File: src/rtl/fb_port_arb_pkg.sv
// Shared types and default geometry for the framebuffer port arbiter.
package fb_port_arb_pkg;

    // Arbiter states; ST_CLEAR is only reachable when FB_PORT_ARB_CLEAR_EN is defined.
    typedef enum logic [1:0] {
        ST_IDLE,
        ST_FILL,
        ST_CLEAR
    } state_t;

    // Default framebuffer geometry: 160x90 pixels, each line shown on 4 screen lines.
    localparam int unsigned DEF_FB_WIDTH  = 160;
    localparam int unsigned DEF_FB_HEIGHT = 90;
    localparam int unsigned DEF_FB_SCALE  = 4;

endpackage

File: src/rtl/fb_port_arb_if.sv
// Draw-pipeline write handshake into the framebuffer port arbiter.
interface fb_port_arb_if #(
    parameter int unsigned ADDRW = 14,
    parameter int unsigned DATAW = 2
);
    logic             draw_valid;
    logic             draw_ready;
    logic [ADDRW-1:0] draw_addr;
    logic [DATAW-1:0] draw_data;

    modport master (output draw_valid, output draw_addr, output draw_data, input draw_ready);
    modport slave  (input draw_valid, input draw_addr, input draw_data, output draw_ready);
endinterface

File: src/rtl/fb_fill_seq.sv
// Vertical scale counter: decides on which line pulses a linebuffer fill burst starts.
module fb_fill_seq
    import fb_port_arb_pkg::*;
#(
    parameter int unsigned FB_SCALE = DEF_FB_SCALE
) (
    input  logic clk,
    input  logic rst_n,
    input  logic frame,
    input  logic line,
    input  logic line0,
    output logic fill_start
);
    logic [5:0] cnt_line;
    logic [5:0] cnt_line_next;
    logic       lb_line;
    logic       lb_line_next;

    // Apply this cycle's frame/line0/line updates; line0 overrides frame for lb_line.
    always_comb begin
        cnt_line_next = cnt_line;
        lb_line_next  = lb_line;
        if (frame) begin
            lb_line_next = 1'b0;
        end
        if (line0) begin
            cnt_line_next = '0;
            lb_line_next  = 1'b1;
        end else if (line) begin
            cnt_line_next = (cnt_line == 6'(FB_SCALE - 1)) ? '0 : cnt_line + 6'd1;
        end
        fill_start = line && lb_line_next && (cnt_line_next == '0);
    end

    // Scale counter and in-framebuffer-area flag.
    always_ff @(posedge clk or negedge rst_n) begin
        if (!rst_n) begin
            cnt_line <= '0;
            lb_line  <= 1'b0;
        end else begin
            cnt_line <= cnt_line_next;
            lb_line  <= lb_line_next;
        end
    end
endmodule

File: src/rtl/fb_port_arb.sv
// Framebuffer BRAM port arbiter: display linebuffer fill bursts have absolute
// priority over draw-pipeline writes. Optional clear engine: FB_PORT_ARB_CLEAR_EN.
module fb_port_arb
    import fb_port_arb_pkg::*;
#(
    parameter int unsigned FB_WIDTH  = DEF_FB_WIDTH,
    parameter int unsigned FB_HEIGHT = DEF_FB_HEIGHT,
    parameter int unsigned FB_SCALE  = DEF_FB_SCALE,
    parameter int unsigned ADDRW     = 14,
    parameter int unsigned DATAW     = 2,
    parameter int unsigned CLEAR_IDX = 0
) (
    input  logic             clk,
    input  logic             rst_n,
    input  logic             frame,
    input  logic             line,
    input  logic             line0,
    fb_port_arb_if.slave     draw,
    output logic             mem_we,
    output logic [ADDRW-1:0] mem_addr_write,
    output logic [DATAW-1:0] mem_din,
    output logic [ADDRW-1:0] mem_addr_read,
    output logic             lb_en_in,
    output logic             fill_busy,
    output logic             overrun,
    output logic             clear_busy
);
    localparam int unsigned      XW       = (FB_WIDTH > 1) ? $clog2(FB_WIDTH) : 1;
    localparam logic [XW-1:0]    X_LAST   = XW'(FB_WIDTH - 1);
    localparam logic [ADDRW-1:0] CLR_LAST = ADDRW'(FB_WIDTH * FB_HEIGHT - 1);

    state_t           state;
    state_t           state_next;
    logic [XW-1:0]    cnt_x;
    logic             fill_start;
    logic             clr_arm;
    logic             clr_pending;
    logic             clear_we;
    logic [ADDRW-1:0] clr_addr;

    fb_fill_seq #(.FB_SCALE(FB_SCALE)) u_fill_seq (
        .clk        (clk),
        .rst_n      (rst_n),
        .frame      (frame),
        .line       (line),
        .line0      (line0),
        .fill_start (fill_start)
    );

`ifdef FB_PORT_ARB_CLEAR_EN
    assign clr_arm = frame;
`else
    assign clr_arm = 1'b0;
`endif

    // Arbiter state register.
    always_ff @(posedge clk or negedge rst_n) begin
        if (!rst_n) begin
            state <= ST_IDLE;
        end else begin
            state <= state_next;
        end
    end

    // Next state: fill preempts everything; clear resumes after a fill.
    always_comb begin
        state_next = state;
        case (state)
            ST_IDLE: begin
                if (fill_start) begin
                    state_next = ST_FILL;
                end
`ifdef FB_PORT_ARB_CLEAR_EN
                else if (clr_pending) begin
                    state_next = ST_CLEAR;
                end
`endif
            end
            ST_FILL: begin
                if (cnt_x == X_LAST) begin
`ifdef FB_PORT_ARB_CLEAR_EN
                    state_next = clr_pending ? ST_CLEAR : ST_IDLE;
`else
                    state_next = ST_IDLE;
`endif
                end
            end
            ST_CLEAR: begin
                if (fill_start) begin
                    state_next = ST_FILL;
                end else if (clear_we && (clr_addr == CLR_LAST) && !clr_arm) begin
                    state_next = ST_IDLE;
                end
            end
            default: state_next = ST_IDLE;
        endcase
    end

    // Burst counter, read address, BRAM-latency-aligned linebuffer enable, sticky overrun.
    always_ff @(posedge clk or negedge rst_n) begin
        if (!rst_n) begin
            cnt_x         <= '0;
            mem_addr_read <= '0;
            lb_en_in      <= 1'b0;
            overrun       <= 1'b0;
        end else begin
            lb_en_in <= (state == ST_FILL);
            cnt_x    <= ((state == ST_FILL) && (cnt_x != X_LAST)) ? cnt_x + XW'(1) : '0;
            if (line && (state == ST_FILL)) begin
                overrun <= 1'b1;
            end
            if (frame) begin
                mem_addr_read <= '0;
            end else if (state == ST_FILL) begin
                mem_addr_read <= mem_addr_read + ADDRW'(1);
            end
        end
    end

    // Clear request and progress; the address survives a fill so the clear resumes in place.
    always_ff @(posedge clk or negedge rst_n) begin
        if (!rst_n) begin
            clr_pending <= 1'b0;
            clr_addr    <= '0;
        end else if (clr_arm) begin
            clr_pending <= 1'b1;
            clr_addr    <= '0;
        end else if (clear_we) begin
            if (clr_addr == CLR_LAST) begin
                clr_pending <= 1'b0;
                clr_addr    <= '0;
            end else begin
                clr_addr <= clr_addr + ADDRW'(1);
            end
        end
    end

    // Write-port mux and handshake; draw_ready is held low while in reset.
    always_comb begin
        fill_busy       = (state == ST_FILL);
        clear_busy      = clr_pending;
        clear_we        = (state == ST_CLEAR) && !fill_start;
        draw.draw_ready = rst_n && (state == ST_IDLE) && !fill_start && !clr_pending;
        mem_we          = clear_we || (draw.draw_valid && draw.draw_ready);
        mem_addr_write  = clear_we ? clr_addr : draw.draw_addr;
        mem_din         = clear_we ? DATAW'(CLEAR_IDX) : draw.draw_data;
    end
endmodule

File: src/flat_wrapper.sv
// flat-port wrapper written by rule: the top's interface ports become plain ports
module fb_port_arb_flat import fb_port_arb_pkg::*;
#(
    parameter int unsigned FB_WIDTH  = DEF_FB_WIDTH,
    parameter int unsigned FB_HEIGHT = DEF_FB_HEIGHT,
    parameter int unsigned FB_SCALE  = DEF_FB_SCALE,
    parameter int unsigned ADDRW     = 14,
    parameter int unsigned DATAW     = 2,
    parameter int unsigned CLEAR_IDX = 0
)
  (clk, rst_n, frame, line, line0, mem_we, mem_addr_write, mem_din, mem_addr_read, lb_en_in, fill_busy, overrun, clear_busy, draw_draw_valid, draw_draw_addr, draw_draw_data, draw_draw_ready);
  fb_port_arb_if #(.ADDRW(ADDRW), .DATAW(DATAW)) draw_i ();
  input  logic clk;
  input  logic rst_n;
  input  logic frame;
  input  logic line;
  input  logic line0;
  output logic mem_we;
  output logic [ADDRW-1:0] mem_addr_write;
  output logic [DATAW-1:0] mem_din;
  output logic [ADDRW-1:0] mem_addr_read;
  output logic lb_en_in;
  output logic fill_busy;
  output logic overrun;
  output logic clear_busy;
  input wire logic [$bits(draw_i.draw_valid)-1:0] draw_draw_valid;
  input wire logic [$bits(draw_i.draw_addr)-1:0] draw_draw_addr;
  input wire logic [$bits(draw_i.draw_data)-1:0] draw_draw_data;
  output wire logic [$bits(draw_i.draw_ready)-1:0] draw_draw_ready;
  assign draw_i.draw_valid = draw_draw_valid;
  assign draw_i.draw_addr = draw_draw_addr;
  assign draw_i.draw_data = draw_draw_data;
  assign draw_draw_ready = draw_i.draw_ready;
  fb_port_arb #(.FB_WIDTH(FB_WIDTH), .FB_HEIGHT(FB_HEIGHT), .FB_SCALE(FB_SCALE), .ADDRW(ADDRW), .DATAW(DATAW), .CLEAR_IDX(CLEAR_IDX)) u_core (.clk(clk), .rst_n(rst_n), .frame(frame), .line(line), .line0(line0), .draw(draw_i), .mem_we(mem_we), .mem_addr_write(mem_addr_write), .mem_din(mem_din), .mem_addr_read(mem_addr_read), .lb_en_in(lb_en_in), .fill_busy(fill_busy), .overrun(overrun), .clear_busy(clear_busy));
endmodule
File: config.mk
export PLATFORM = sky130hd
export DESIGN_NAME = fb_port_arb_flat
export DESIGN_NICKNAME = d
export VERILOG_FILES = /design/src/rtl/fb_port_arb_pkg.sv /design/src/rtl/fb_port_arb_if.sv /design/src/rtl/fb_fill_seq.sv /design/src/rtl/fb_port_arb.sv /design/src/flat_wrapper.sv
export SDC_FILE = /design/constraint.sdc
export NUM_CORES = 1
export LEC_CHECK = 0
export CORE_AREA = 8 8 69 71
export DETAILED_ROUTE_END_ITERATION = 10
export DIE_AREA = 0 0 77 79
export PLACE_DENSITY = 0.93
export SLEW_MARGIN = 20
export SYNTH_ARGS = -nofsm -noshare
export SYNTH_HDL_FRONTEND = slang
export SYNTH_SLANG_ARGS = --single-unit
File: constraint.sdc
create_clock -name clk -period 4.15 [get_ports clk]
set_clock_uncertainty 0.15 [all_clocks]
set_input_delay 0.83 -clock clk [delete_from_list [all_inputs] [get_ports clk]]
set_output_delay 0.83 -clock clk [all_outputs]
set_load 0.05 [all_outputs]
==> results of run 1 <==
==> report_power, final <==
group / total (mW) / internal, mW / switching [mW]
clock: 0.256 / 0.147 / 0.109
combinational: 0.0538 / 0.0196 / 0.0342
sequential: 0.326 / 0.317 / 0.00900
==> per-stage QoR <==
| stage | worst slack [ps] | cells |
|---|---|---|
| final | 505.0 | 247 |
| after global routing | 357.5 | 247 |
| after CTS | 513.0 | 247 |
| after detailed placement | 540.9 | 240 |
| after global placement | 505.0 | 240 |
| after floorplan | 682.1 | 188 |
==> path summary, 6_finish.rpt <==
| kind | endpoint | slack (ps) | from |
|---|---|---|---|
| min | u_core.overrun | 320 | u_core.overrun |
| max reg2reg | u_core.mem_addr_read[13] | 2180 | u_core.state[0] |
| min reg2reg | u_core.overrun | 320 | u_core.overrun |
| min in group asynchronous | u_core.mem_addr_read[9] | 850 | rst_n |
| max in group asynchronous | u_core.u_fill_seq.cnt_line[5] | 2700 | rst_n |
| max | draw_draw_ready | 500 | line |
==> worst reg2reg max path, stage by stage, from the launching register on <==
cell and delay [ps]:
dfrtp_1 620, o211ai_2 210, or3_1 400, or3_1 360, a21oi_1 150
==> cell usage after synthesis <==
library cell  number
a41oi_1            1
xnor2_1           11
and2_1             1
nand2_1           11
nor2b_1            1
dfrtp_1           32
conb_1             1
a21o_1             4
a21oi_1            5
buf_4             18
buf_2              3
mux2i_1            2
nand4_2            1
nand4_1            3
clkbuf_1           3
or3_1              7
nor3_1             5
and3_1             1
xor2_1             9
nor3b_1            1
o211ai_2           1
ha_1               3
inv_1              7
o2111ai_1          1
nor2_1            27
o21ai_0            8
nor4_1             5
nand3_1           11
o31ai_1            1
a211oi_1           1
a41o_1             2
o32a_1             1
==> cell type report <==
type / count / area, sq um / share of cell area, %
clock buffer: 7 / 96.34 / 4.762
tap: 50 / 62.56 / 3.092
inverter: 7 / 26.28 / 1.299
multi-input combinational: 125 / 762.0 / 37.66
timing repair buffer: 26 / 275.3 / 13.61
sequential: 32 / 800.8 / 39.58
==> flip-flops by register name, summed over array words and instances (netlist names) <==
| name | count |
|---|---|
| u_core.cnt_x | 8 |
| u_core.state | 1 |
| u_core.u_fill_seq.cnt_line | 6 |
| u_core.mem_addr_read | 14 |
| u_core.overrun | 1 |
| u_core.u_fill_seq.lb_line | 1 |
| u_core.lb_en_in | 1 |
==> per-layer routing <==
layer	GRT usage [%]	vias up	wire, um
met5	0	-	0
met4	6.604	0	93
met3	4.289	10	217
met2	20.48	44	1778
met1	13.51	640	1487
li1	-	647	-
==> cells by family after synthesis <==
group                      count (synthesis)  share of synthesized area [%]
muxes                                      2                          1.144
DFF                                       32                          45.75
buffers and inverters                     31                          10.72
other                                      1                         0.2142
and+or+nand+nor                           74                          20.30
AOI/OAI and AO/OA                         25                          9.722
adders and majority gates                  3                          2.145
xor gates and xnor gates                  20                          10.01
==> reports/metrics.yaml, run 1 <==
yosys_warnings: 0
ys_ff_latch: 32
endpoint_kind: "output pin"
synth_top_area_share_pct: 45.75
crit_family: "buffers and inverters"
grtUsageTotal_pct: 12.25
final_cell_mix: "dfrtp_1 (32), nor2_1 (27), clkdlybuf4s50_1 (22)"
core_sq_um: 3799
max_stage_delay_ps: 730
first_global_vias: 1283
maxCapViolations: 0
rows: 23
cp.arrival_ps: 2670
grt_max_degree: 33
final_common_cell: "dfrtp_1"
fin_crit_ps: 3645
dieArea_sq_um: 6083
nFillCells: 341
clockBufferDepth: 2
layout.nets: 222
num_vias: 1341
wire_per_inst_um: 14.47
cts_setup_buffers: 0
portBuffers: 24
setup_viol: 0
grt_overflow: 0
antenna_found_initial: 0
synth_area_leaders: "dfrtp_1 (46%), buf_4 (7.7%), nor2_1 (5.8%), xnor2_1 (5.5%), xor2_1 (4.5%)"
gp_congestion: 0.8275
worst-path-buf-inv: 2
hold_depth: 1
drt_iter0_drc: 45
ctsHtreeMaxLevel: 2
final_area_sq_um: 2023
root_buffer: "clkbuf_8"
avgSynthCellArea_sq_um: 9.311
finalMaxSlewViolations: 0
status: "finished clean"
synth_seq_area_share_pct: 45.75
drive_gt1_share_pct: 6.599
cp_slowest_cell: "clkdlybuf4s50_1"
synth_top_area_cell: "dfrtp_1"
first_pass_iters: 4
vias_per_cell: 5.429
clock-sinks: 32
min_path_type: "flip-flop to flip-flop"
drc: 0
area_delta_synth_final_pct: 15.58
start_util_pct: 46.08
hold_buffers: 0
ioPinCount: 58
worst_skew_pair.late_latency_ps: 290
post_cts_resized: 0
power_density_nw_per_um2: 314.6
synth_cell_types: 32
tightest_slew_ps: 591.1
ant_nets: 0
leakage_nw: 0.8433
dpl.hpwl_um: 2641
crit_path_start_kind: "input port"
worst-path-max-fanout: 12
irDropWorstVdd_mv: 0.2421
die_w_um: 77
required_ps: 3170
hold_viol: 0
max_freq_mhz: 274.3
clk_pin_slew_ps: 60
cts_made_buffers: 5
syn-num-nets: 213
r2r_cells: 4
period_share_pct: 87.83
synth_area_sq_um: 1750
setup_tns_ps: 0
synthCells: 188
path_class: "input port to output pin"
post-route-util_pct: 53.26
slew_headroom_pct: 60.56
cts_tree: "done"
finalPower_mw: 0.6365
dpl-instance-area_sq_um: 1927
rsz0062_at_grt: "no"
grt_pass1_wl_um: 5996
n_antenna_cell: 0
crit_cells: 6
wirelength_um: 3575
path_cells: "clkdlybuf4s50_1 > nand4_1 > and2_1 > o32a_1 > o21ai_0 > buf_12"
die_h_um: 79
timing.hold.ws_ps: 319.5
(Power assumes the default switching activity.)
==> inputs of run 2 (changes only) <==
--- a/config.mk
+++ b/config.mk
@@ -8,6 +8,7 @@
 export CORE_AREA = 8 8 69 71
 export DETAILED_ROUTE_END_ITERATION = 10
 export DIE_AREA = 0 0 77 79
+export GPL_TIMING_DRIVEN = 0
 export PLACE_DENSITY = 0.93
 export SLEW_MARGIN = 20
 export SYNTH_ARGS = -nofsm -noshare
==> run 2 against run 1 <==
Against the previous run:
- hold slack got worse by 29 ps
- maximum frequency decreased by 10%
- total power increased by 9.5%
- core utilization increased by 7.2 points
- cell area increased by 14%
- sequential share of layout area decreased by 4.7 points
- critical path depth increased by 1
- critical endpoint is now mem_we
==> reports/metrics.yaml, run 2 (synthesis results as in run 1) <==
min_to: "u_core.lb_en_in"
ant_nets: 0
dpl.hpwl_um: 2976
antenna_found_initial: 0
cp_slowest_cell: "clkdlybuf4s50_1"
ctsHtreeMaxLevel: 2
fin_crit_ps: 4048
area_delta_synth_final_pct: 31.24
first_pass_iters: 4
clk_pin_slew_ps: 60
clock-sinks: 32
cts_setup_buffers: 0
hold_buffers: 0
endpoint_kind: "output pin"
reg2reg_to: "u_core.mem_addr_read[12]"
core_sq_um: 3799
ioPinCount: 58
clockBufferDepth: 2
hold_viol: 0
first_global_vias: 1525
wirelength_um: 4005
rows: 23
post_cts_resized: 0
worst_skew_pair.late_latency_ps: 290
root_buffer: "clkbuf_8"
hold_depth: 0
fin_ws_ps: 101.7
portBuffers: 39
power_density_nw_per_um2: 303.3
cts_tree: "done"
status: "finished clean"
crit_family: "buffers and inverters"
die_w_um: 77
grt_max_degree: 34
holdCritStartpoint: "u_core.state[0]"
setup_viol: 0
path_cells: "clkdlybuf4s50_1 > buf_2 > nand2_1 > a211oi_1 > o32a_1 > o21ai_0 > clkdlybuf4s50_1"
n_antenna_cell: 0
grt_overflow: 0
layout.nets: 259
worstSetupStartpoint: "line"
crit_path_start_kind: "input port"
slew_headroom_pct: 52.38
gp_congestion: 0.8242
dieArea_sq_um: 6083
max_stage_delay_ps: 720
maxCapViolations: 0
r2r_cells: 5
worst-path-buf-inv: 3
wire_per_inst_um: 14.10
die_h_um: 79
required_ps: 3170
regMostFlops: "u_core.mem_addr_read"
worstReg2RegStart: "u_core.state[0]"
crit_path_frequent_cell: "clkdlybuf4s50_1"
final_cell_mix: "clkdlybuf4s50_1 (37), dfrtp_1 (32), nor2_1 (27)"
top_regs: "u_core.mem_addr_read (14), u_core.cnt_x (8), u_core.u_fill_seq.cnt_line (6)"
min_path_type: "flip-flop to flip-flop"
start_util_pct: 46.08
dpl_worst_slack_ps: 119.5
finalPower_mw: 0.6967
irDropWorstVdd_mv: 0.2511
timing.hold.ws_ps: 290.1
r2r_slack_ps: 2270
cts_made_buffers: 5
drc: 0
path_class: "input port to output pin"
largest_register_ffs: 14
leakage_nw: 1.004
grt_pass1_wl_um: 6824
finalMaxSlewViolations: 0
period_share_pct: 97.55
num_vias: 1479
worst-path-max-fanout: 10
tightest_slew_ps: 714.3
drt_iter0_drc: 109
vias_per_cell: 5.208
final_common_cell: "clkdlybuf4s50_1"
rsz0062_at_grt: "no"
max_freq_mhz: 247.0
cp.arrival_ps: 3070
grtUsageTotal_pct: 13.81
drive_gt1_share_pct: 13.25
nFillCells: 315
==> run 2: cell count changes in the layout (fill, tap and decap cells not counted), sizes merged <==
cell           delta
clkbuf            +3
dlymetal6s2s      +1
clkdlybuf4s50    +15
buf              +18
==> run 2: worst register-to-register path, stage by stage (launching register included) <==
cell	delay, ps
dfrtp_1	390
buf_2	240
o2111ai_1	350
nor4_1	400
xnor2_1	170
nor2_1	50
==> run 2: how the worst max path moves through the flow <==
stage / end / slack, ps / depth (start not counted)
after floorplan: draw_draw_ready / 680 / 4
after global placement: mem_we / -690 / 5
after detailed placement: mem_we / 120 / 6
after CTS: draw_draw_ready / 100 / 6
after global routing: mem_we / 30 / 7
final: mem_we / 100 / 7
==> run 2: final cells by class <==
| cell class | instances | area [sq um] | share of cell area (%) |
|---|---|---|---|
| inverters | 7 | 26.28 | 1.144 |
| clock buffers | 7 | 96.34 | 4.194 |
| well taps | 50 | 62.56 | 2.723 |
| flip-flops and latches | 32 | 800.8 | 34.86 |
| plain buffers | 24 | 161.4 | 7.026 |
| repair buffers | 39 | 387.9 | 16.88 |
| multi-input cells | 125 | 762.0 | 33.17 |
==> run 2: metal layers <==
metal,wire length (um),part of all wire [%],GRT usage [%]
met5,0,0,0
met4,61,1.5,6.604
met3,270,6.7,5.982
met2,2072,52,24.47
met1,1601,40,13.71
==> run 2: power breakdown <==
group / internal, mW / total, mW / switching, mW
Sequential: 0.317 / 0.323 / 0.00637
Clock: 0.147 / 0.260 / 0.113
Combinational: 0.0420 / 0.113 / 0.0710
==> run 2: stage by stage <==
step / cell area, sq um / setup TNS [ps] / instances / utilization, %
after global placement: 2203 / -1364 / 277 / 58.00
after floorplan: 1750 / 0 / 188 / -
final: 2297 / 0 / 284 / 60.47
after global routing: 2297 / 0 / 284 / 60.47
after detailed placement: 2198 / 0 / 277 / 57.87
after CTS: 2295 / 0 / 284 / 60.41
